File: config.mk
export PLATFORM = sky130hd
export DESIGN_NAME = lzrw1_item_parser
export DESIGN_NICKNAME = d
export VERILOG_FILES = /design/src/rtl/lzrw1_pkg.sv /design/src/rtl/lzrw1_item_parser.sv
export SDC_FILE = /design/constraint.sdc
export NUM_CORES = 1
export LEC_CHECK = 0
export CAP_MARGIN = 20
export CORE_UTILIZATION = 37
export DETAILED_ROUTE_END_ITERATION = 10
export PLACE_DENSITY_LB_ADDON = 0.05
export SLEW_MARGIN = 20
export SYNTH_ARGS = -nofsm -noshare
export SYNTH_HDL_FRONTEND = slang
export SYNTH_SLANG_ARGS = --single-unit
export TNS_END_PERCENT = 100
File: constraint.sdc
create_clock -name clock -period 1.9 [get_ports clock]
set_clock_uncertainty 0.05 [all_clocks]
set_input_delay 0.38 -clock clock [delete_from_list [all_inputs] [get_ports clock]]
set_output_delay 0.38 -clock clock [all_outputs]
set_load 0.01 [all_outputs]
File: src/rtl/lzrw1_pkg.sv
// lzrw1_pkg: shared types and constants for the LZRW1 item parser.
//   parser_state_t : parser FSM states
//   item_t         : one decoded item (control bit + 16-bit payload)
//   LIT_PAD        : upper byte of a literal item
//   DEFAULT_CW_BITS: default number of items per control word
package lzrw1_pkg;

  typedef enum logic [2:0] {
    CW_LOAD,
    ITEM_B0,
    ITEM_B1,
    PRESENT,
    GAP,
    DONE
  } parser_state_t;

  typedef struct packed {
    logic        ctrl;
    logic [15:0] data;
  } item_t;

  localparam logic [7:0]  LIT_PAD         = 8'h00;
  localparam int unsigned DEFAULT_CW_BITS = 16;

endpackage

File: src/rtl/lzrw1_item_parser.sv
// lzrw1_item_parser: splits a raw LZRW1 compressed byte stream into 16-bit
// items (literal = {00, lit}, copy = {b0, b1}) with their control bit, and
// strips the little-endian control words that govern CW_BITS items each.
//
// Ports:
//   clock, reset (async, active-low)
//   byte_in/byte_in_valid/byte_in_last/byte_in_ready : input byte stream
//   data_out/control_word_out/data_out_valid         : item to decompressor
//   decompressor_busy : item accepted only while low
//   parse_done        : one-cycle pulse once the stream has been consumed
//   format_error      : sticky, stream ended inside a copy item
//   literal_count/copy_count : accepted-item counters, present only when
//                              LZRW1_PARSER_STATS_EN is defined
module lzrw1_item_parser
  import lzrw1_pkg::*;
#(
  parameter int unsigned CW_BITS = DEFAULT_CW_BITS
) (
  input  logic        clock,
  input  logic        reset,
  input  logic [7:0]  byte_in,
  input  logic        byte_in_valid,
  output logic        byte_in_ready,
  input  logic        byte_in_last,
  output logic [15:0] data_out,
  output logic        control_word_out,
  output logic        data_out_valid,
  input  logic        decompressor_busy,
  output logic        parse_done,
  output logic        format_error
`ifdef LZRW1_PARSER_STATS_EN
  ,
  output logic [31:0] literal_count,
  output logic [31:0] copy_count
`endif
);

  localparam int unsigned CW_BYTES = CW_BITS / 8;
  localparam int unsigned BIT_W    = $clog2(CW_BITS);
  localparam logic [1:0]       CNT_LAST = 2'(CW_BYTES - 1);
  localparam logic [BIT_W-1:0] BIT_LAST = BIT_W'(CW_BITS - 1);

  parser_state_t      state;
  logic [CW_BITS-1:0] cw_sr;
  logic [CW_BITS-1:0] cw_load_next;
  logic [1:0]         cw_cnt;
  logic [BIT_W-1:0]   bit_idx;
  logic               last_flag;
  item_t              item_q;

  // Control word bytes arrive LSB first: each new byte enters at the top and
  // everything shifts down, so after CW_BYTES loads the first byte is cw[7:0].
  // The item bit for the current position is always cw_sr[0].
  always_comb begin
    logic [CW_BITS+7:0] cat;
    cat          = {byte_in, cw_sr};
    cw_load_next = cat[CW_BITS+7:8];
  end

  // Gated by reset so the handshake is low while reset is held.
  assign byte_in_ready    = reset && (state == CW_LOAD || state == ITEM_B0 || state == ITEM_B1);
  assign data_out_valid   = (state == PRESENT);
  assign parse_done       = (state == DONE);
  assign data_out         = item_q.data;
  assign control_word_out = item_q.ctrl;

  always_ff @(posedge clock or negedge reset) begin
    if (!reset) begin
      state        <= CW_LOAD;
      cw_sr        <= '0;
      cw_cnt       <= '0;
      bit_idx      <= '0;
      last_flag    <= 1'b0;
      item_q       <= '0;
      format_error <= 1'b0;
    end else begin
      case (state)
        CW_LOAD: begin
          if (byte_in_valid) begin
            cw_sr <= cw_load_next;
            if (byte_in_last) begin
              cw_cnt <= '0;
              state  <= DONE;
            end else if (cw_cnt == CNT_LAST) begin
              cw_cnt  <= '0;
              bit_idx <= '0;
              state   <= ITEM_B0;
            end else begin
              cw_cnt <= cw_cnt + 2'd1;
            end
          end
        end
        ITEM_B0: begin
          if (byte_in_valid) begin
            if (!cw_sr[0]) begin
              item_q    <= '{ctrl: 1'b0, data: {LIT_PAD, byte_in}};
              last_flag <= byte_in_last;
              state     <= PRESENT;
            end else if (byte_in_last) begin
              format_error <= 1'b1;
              state        <= DONE;
            end else begin
              item_q.data[15:8] <= byte_in;
              state             <= ITEM_B1;
            end
          end
        end
        ITEM_B1: begin
          if (byte_in_valid) begin
            item_q.data[7:0] <= byte_in;
            item_q.ctrl      <= 1'b1;
            last_flag        <= byte_in_last;
            state            <= PRESENT;
          end
        end
        PRESENT: begin
          if (!decompressor_busy) state <= GAP;
        end
        GAP: begin
          cw_sr <= cw_sr >> 1;
          if (bit_idx == BIT_LAST) bit_idx <= '0;
          else                     bit_idx <= bit_idx + BIT_W'(1);
          if (last_flag)                state <= DONE;
          else if (bit_idx == BIT_LAST) state <= CW_LOAD;
          else                          state <= ITEM_B0;
        end
        DONE: begin
          last_flag <= 1'b0;
          bit_idx   <= '0;
          cw_cnt    <= '0;
          state     <= CW_LOAD;
        end
        default: state <= CW_LOAD;
      endcase
    end
  end

`ifdef LZRW1_PARSER_STATS_EN
  always_ff @(posedge clock or negedge reset) begin
    if (!reset) begin
      literal_count <= '0;
      copy_count    <= '0;
    end else if (state == PRESENT && !decompressor_busy) begin
      if (item_q.ctrl) begin
        if (copy_count != '1) copy_count <= copy_count + 32'd1;
      end else begin
        if (literal_count != '1) literal_count <= literal_count + 32'd1;
      end
    end
  end
`endif

endmodule

# Yosys cells after proc, flatten, opt, wreduce, memory -nomap -nowiden
# Cells that the tools add are included.
[totals]
memories = 0
latchBits = 0
out_inout_bits = 21
elab_cells = 79
input_bits = 13
mem_bits_ro = 0
reg_bits = 44
ramBits = 0
[classes]
n_addsub = 2
n_shift = 0
n_mux = 35
bitwise = 0
order_cmp = 0
eq_ne = 16
mul = 0
div_mod_pow = 0
reduce_logical = 17
[op_table]
columns = ["op", "count"]
rows = [
  ["8-bit two-way mux", 4],
  ["16-bit one-hot mux with 2 select lines", 1],
  ["3-bit two-way mux", 9],
  ["17-bit two-way mux", 1],
  ["16-bit two-way mux", 1],
  ["4-bit two-way mux", 4],
  ["8-bit one-hot mux with 2 select lines", 1],
  ["4-bit AND reduction", 4],
  ["3-bit one-hot mux with 5 select lines", 1],
  ["2-bit inequality test (second input constant)", 7],
  ["4-bit one-hot mux with 3 select lines", 1],
  ["3-bit by 2-bit equality test with 1-bit output (second input constant)", 2],
  ["3-bit equality test (second input constant)", 2],
  ["1-bit two-way mux", 6],
  ["2-bit two-way mux", 3],
  ["2-bit nonzero test", 3],
  ["3-bit nonzero test", 2],
  ["5-bit AND reduction", 1],
  ["4-bit by 1-bit adder with 4-bit output (second input constant)", 1],
  ["4-bit equality test (second input constant)", 1],
  ["2-bit one-hot mux with 2 select lines", 1],
  ["2-bit AND reduction", 2],
  ["3-bit by 1-bit equality test with 1-bit output (second input constant)", 1],
  ["3-bit zero test", 1],
  ["9 further kinds", 10],
]

# Logic depth before layout (Yosys ltp)
[logic_depth]
word_depth = 5
mapped_depth = 7

# Least setup slack after synthesis
# Ideal clock, no wire load.
[synth_timing]
path_type = "reg2reg"
from = "register state[0]"
to = "register state[0]"
stages_incl_launch_ff = 5
setup_time_ps = 125
path_slack_ps = 212
t_arrival_ps = 1513
path_buffers = 1
cell_sequence = "dfrtp_1 > buf_6 > or4_1 > a21oi_2 > mux2_2"
[synth_via]
elab_chain_len = 3
elab_cells_between_ends = 12
cone_classes = "9 x eq/ne; 1 x mux; 2 x reduce/logical"
[synth_lines]
columns = ["element", "line", "source"]
rows = [
  ["start: declaration", "lzrw1_item_parser.sv:43", "parser_state_t state;"],
  ["start signal: assignment", "lzrw1_item_parser.sv:69", "state <= CW_LOAD;"],
  ["start signal: assignment", "lzrw1_item_parser.sv:83", "state <= DONE;"],
  ["start signal: assignment", "lzrw1_item_parser.sv:87", "state <= ITEM_B0;"],
  ["3-bit by 2-bit equality test with 1-bit output, or another cell as far along", "lzrw1_item_parser.sv:77", "case (state)"],
  ["2-bit inequality test (no source line) / 3-bit by 2-bit inequality test with 1-bit output (equally long branches)", "--", ""],
  ["5-bit AND reduction (no source line)", "--", ""],
]
# Parallel ways exist; a longest one is shown, timed or not.
# A chain may end at the register's enable or synchronous reset.

# Worst setup path in the final report
[layout_timing]
from = "register state[2]"
to = "output data_out_valid"
[layout_via]
elab_chain_len = 1
[layout_lines]
columns = ["element", "line", "source"]
rows = [
  ["3-bit by 2-bit equality test with 1-bit output", "lzrw1_item_parser.sv:62", "assign data_out_valid = (state == PRESENT);"],
  ["end: declaration", "lzrw1_item_parser.sv:27", "output logic data_out_valid,"],
]
# Every way passes these cells.

==> out/qor_table.md <==
| Stage | Metric | Reported |
|:---|:---|:---|
| outcome | Outcome | finished, final reports clean |
| setup path | Start-to-end type of the worst setup path | reg2out |
| setup path | Flop-to-flop setup slack | 0.15 ns |
| clock tree | Clock insertion delay at the later pin of the skew report | 0.29 ns |
| power and ir drop | Part of the power in the clock network | 0.194 |
| die | I/O pin total | 34 |
| synth | Avg Cell Area, Syn | 9.40 sq um |
| die | Vertical die dimension | 77.4 um |
| global route | Combined global-route utilization of all metal layers | 0.176 |
| synth | Warnings, synthesis | 0 |
| synth | Number of distinct library cells after synthesis | 38 |
| timing | Portion of the clock cycle consumed by the worst path in the final layout | 0.956 |
| final layout | Fraction of layout cells with a size suffix above 1 | 0.134 |
| power and ir drop | Peak supply drop | 0.512 mV |
| final layout | Area of all sequential standard cells | 0.00110 sq mm |
| synth | Cell type contributing the most total cell area after synthesis | dfrtp_1 |
| global route | Global-route track usage on met1 | 0.230 |
| power and ir drop | Switch share | 0.352 |
| global route | Met3 GRT Util | 0.0435 |
| setup path | Cells on worst reg2reg path | 6 |
| routing | Remaining design rule violation count | 0 |
| job | Number of max-cap violations | 0 |
| power and ir drop | Fraction of power consumed by combinational cells | 0.422 |
| setup path | Slowest stage cell, crit path | clkdlybuf4s50_1 |
| global route | Number of global-route vias before repair | 1769 |
| final layout | Area of the multi-input gates | 923 sq um |
| setup path | Startpoint of the most critical register-to-register path | state[1]$_DFFE_PN0P_ |
| final layout | ANT cells | 0 |
| routing | Via-to-Cell Ratio | 5.02 |
| synth | Number of synthesized register bits | 44 |
| timing | Final hold violation count | 0 |
| setup path | Critical path arrival | 1.39 ns |
| power and ir drop | Power Density | 1490 mW/mm^2 |
| clock tree | Count of hold-fix buffers inserted at cts | 0 |
| global route | Initial antenna violation count | 0 |
| routing | Detailed Routing Iterations Pass 1 | 4 |
| power and ir drop | Int Pwr | 2.61 mW |
| clock tree | Clock-pin transition on the worst setup and hold timing paths | 0.08 ns |
| timing | Pin slew with the least headroom to its limit | 0.561 ns |
| placement | DPL Wire Length | 3.36 mm |
| global route | Grt peak-use layer | met2 |
| final layout | Most frequent standard cell in the layout excluding fill and tap cells | nand2_1 |
| routing | Detailed Route WL | 4.73 mm |
| die | Die outline area | 0.00600 sq mm |
| routing | Remaining antenna violation count after routing | 0 |
| setup path | Slowest stage delay, CP | 0.53 ns |
| timing | Setup violators final | 0 |
| die | Effective utilization at floorplan | 0.382 |
| global route | Global-route wire length before repair | 8.31 mm |
| clock tree | # clock sinks | 44 |
| hold path | Worst hold-check path type | in2async |
| final layout | Final design utilization | 0.493 |
| routing | Routed vias | 1712 |
| setup path | Critical-path cell list | nor2_1 > clkdlybuf4s50_1 |
| die | Core area | 0.00551 sq mm |
| timing | Setup repair after global routing missed its margin | no |
| synth | Top cells by area in the synthesized netlist | dfrtp_1, nand2_1, o21ai_0 |
| synth | Area of the mapped netlist | 0.00211 sq mm |
| synth | Sequential area share after synthesis | 0.523 |
| timing | Number of pins with negative max-slew slack in the final report | 0 |
| power and ir drop | Switching power | 1.42 mW |
| placement | IO buf count | 33 |
| setup path | Required time at the worst-slack endpoint | 1.47 ns |
| final layout | Finished Cell Area | 0.00272 sq mm |
| die | Site row count | 27 |
| clock tree | Clock tree from TritonCTS | yes |
| global route | Largest net degree at the start of global routing | 45 |
| global route | Total overflow reported by the global router | 0 |
| die | Horizontal die dimension | 77.4 um |
| synth | Top cell type's share of synthesized area | 0.523 |
| final layout | Layout Area Growth over Synthesis | 28.9% |
| final layout | Number of inserted filler cells in the final layout | 557 |
| setup path | R2R Path End | cw_sr[7]$_DFFE_PN0P_ |
| final layout | Most frequent cells in the layout | nand2_1, dfrtp_1, clkdlybuf4s50_1 |
| final layout | Net total in the final layout | 282 |
| routing | DRC violation total after the first TritonRoute iteration | 63 |
| placement | Placer Congestion | 0.732 |
| timing | Shortest clock period the worst path allows after layout | 1.82 ns |
| routing | Detailed-route wire length per cell | 13.9 um |
| global route | Met2 Usage GRT | 0.288 |
| setup path | Maximum fanout count along the critical path | 5 |
| clock tree | Root buffer cell | clkbuf_8 |
| synth | Synthesized net count | 238 |
| placement | Post-placement cell area | 0.00257 sq mm |
| clock tree | Number of buffers inserted during clock tree synthesis | 5 |
| synth | Number of standard cells after synthesis | 224 |
| clock tree | Worst-case clock buffer depth | 2 |
| timing | Normalized max-slew margin | 0.626 |
| setup path | Critical Path Start Type | register |
| timing | Maximum operating frequency | 550 MHz |
| setup path | Type of element capturing the critical path | primary output |
| power and ir drop | Static power due to leakage | 1.17 nW |
| power and ir drop | Relative contribution of sequential cells to total power | 0.384 |
| clock tree | Number of H-tree levels | 2 |
==> worst max-delay path, delay by kind of cell (launching register included) <==
| kind | cells | cell delay (ns) |
|---|---|---|
| buffers and inverters | 1 | 0.53 |
| DFF | 1 | 0.44 |
| and+or+nand+nor | 1 | 0.12 |
==> registers in the layout, indices dropped and copies added (netlist names) <==
register          flops
bit_idx               4
state                 3
cw_sr                16
data_out             16
last_flag             1
cw_cnt                2
format_error          1
control_word_out      1
==> area by class of cell <==
type | instances | area share
well taps | 72 | 0.0332
inverters | 2 | 0.00276
clock inverters | 1 | 0.0111
flip-flops and latches | 44 | 0.406
clock buffers | 7 | 0.0355
repair buffers | 52 | 0.171
multi-input cells | 163 | 0.340
==> what timing repair did <==
item,CTS,global route
endpoints found under the setup margin,3,9
buffers inserted,1,1
gates resized for setup,3,1
==> stage by stage <==
| stage | TNS (ns) | hold slack, ns | cells | power, mW | worst slack [ns] |
|---|---|---|---|---|---|
| floorplan | 0 | 0.0344 | 224 | 2.54 | 0.212 |
| global placement | -0.128 | 0.413 | 331 | 3.25 | -0.0545 |
| detailed placement | -0.573 | 0.424 | 331 | 3.27 | -0.0685 |
| CTS | 0 | 0.145 | 340 | 4.08 | 0.0330 |
| global route | 0 | 0.176 | 341 | 4.36 | 0.00169 |
| finish | 0 | 0.113 | 341 | 4.03 | 0.0833 |
==> cells by family after synthesis <==
family | after synthesis | share of synthesized area
simple gates | 82 | 0.177
flops | 44 | 0.523
mux | 16 | 0.0772
compound gates | 64 | 0.178
fa+ha+maj | 1 | 0.00594
buf+inv | 17 | 0.0392
==> worst max-delay path by stage <==
stage,start,to,slack [ns],depth (start not counted)
after floorplan,state[0]$_DFFE_PN0P_,state[0]$_DFFE_PN0P_,0.21,4
after global placement,byte_in_last,state[0]$_DFFE_PN0P_,-0.05,4
after detailed placement,byte_in_valid,data_out[5]$_DFFE_PN0P_,-0.07,5
after CTS,state[1]$_DFFE_PN0P_,data_out[5]$_DFFE_PN0P_,0.03,6
after global routing,state[0]$_DFFE_PN0P_,data_out_valid,0.002,3
final,state[2]$_DFFE_PN0P_,data_out_valid,0.08,2
==> per-layer routing <==
| layer | up-vias | part of all wire |
|---|---|---|
| met4 | 0 | 0.012 |
| met1 | 811 | 0.45 |
| met2 | 33 | 0.50 |
| met3 | 7 | 0.043 |
| met5 | - | 0 |
| li1 | 861 | - |
==> synthesized netlist by cell type (all sizes together) <==
master / count
nand2: 53
dfrtp: 44
o21ai: 38
mux2i: 14
a21oi: 10
buf: 10
nor2: 7
a31oi: 5
clkbuf: 5
nor2b: 5
nand2b: 4
nand3: 3
and2: 2
inv: 2
mux2: 2
nor3b: 2
o31ai: 2
a211o: 1
a211oi: 1
a21o: 1
a221o: 1
a32oi: 1
a41o: 1
a41oi: 1
and2b: 1
and3b: 1
ha: 1
nor3: 1
o21a: 1
o21bai: 1
or3: 1
or3b: 1
or4: 1
==> power by group through the flow <==
stage | combinational, mW | clock (mW) | sequential (mW)
after detailed placement | 1.69 | 0 | 1.57
after floorplan | 0.978 | 0 | 1.56
after CTS | 1.71 | 0.808 | 1.56
after global routing | 1.94 | 0.829 | 1.60
final | 1.70 | 0.785 | 1.55
after global placement | 1.68 | 0 | 1.57
Power figures use the tool's default switching activity.
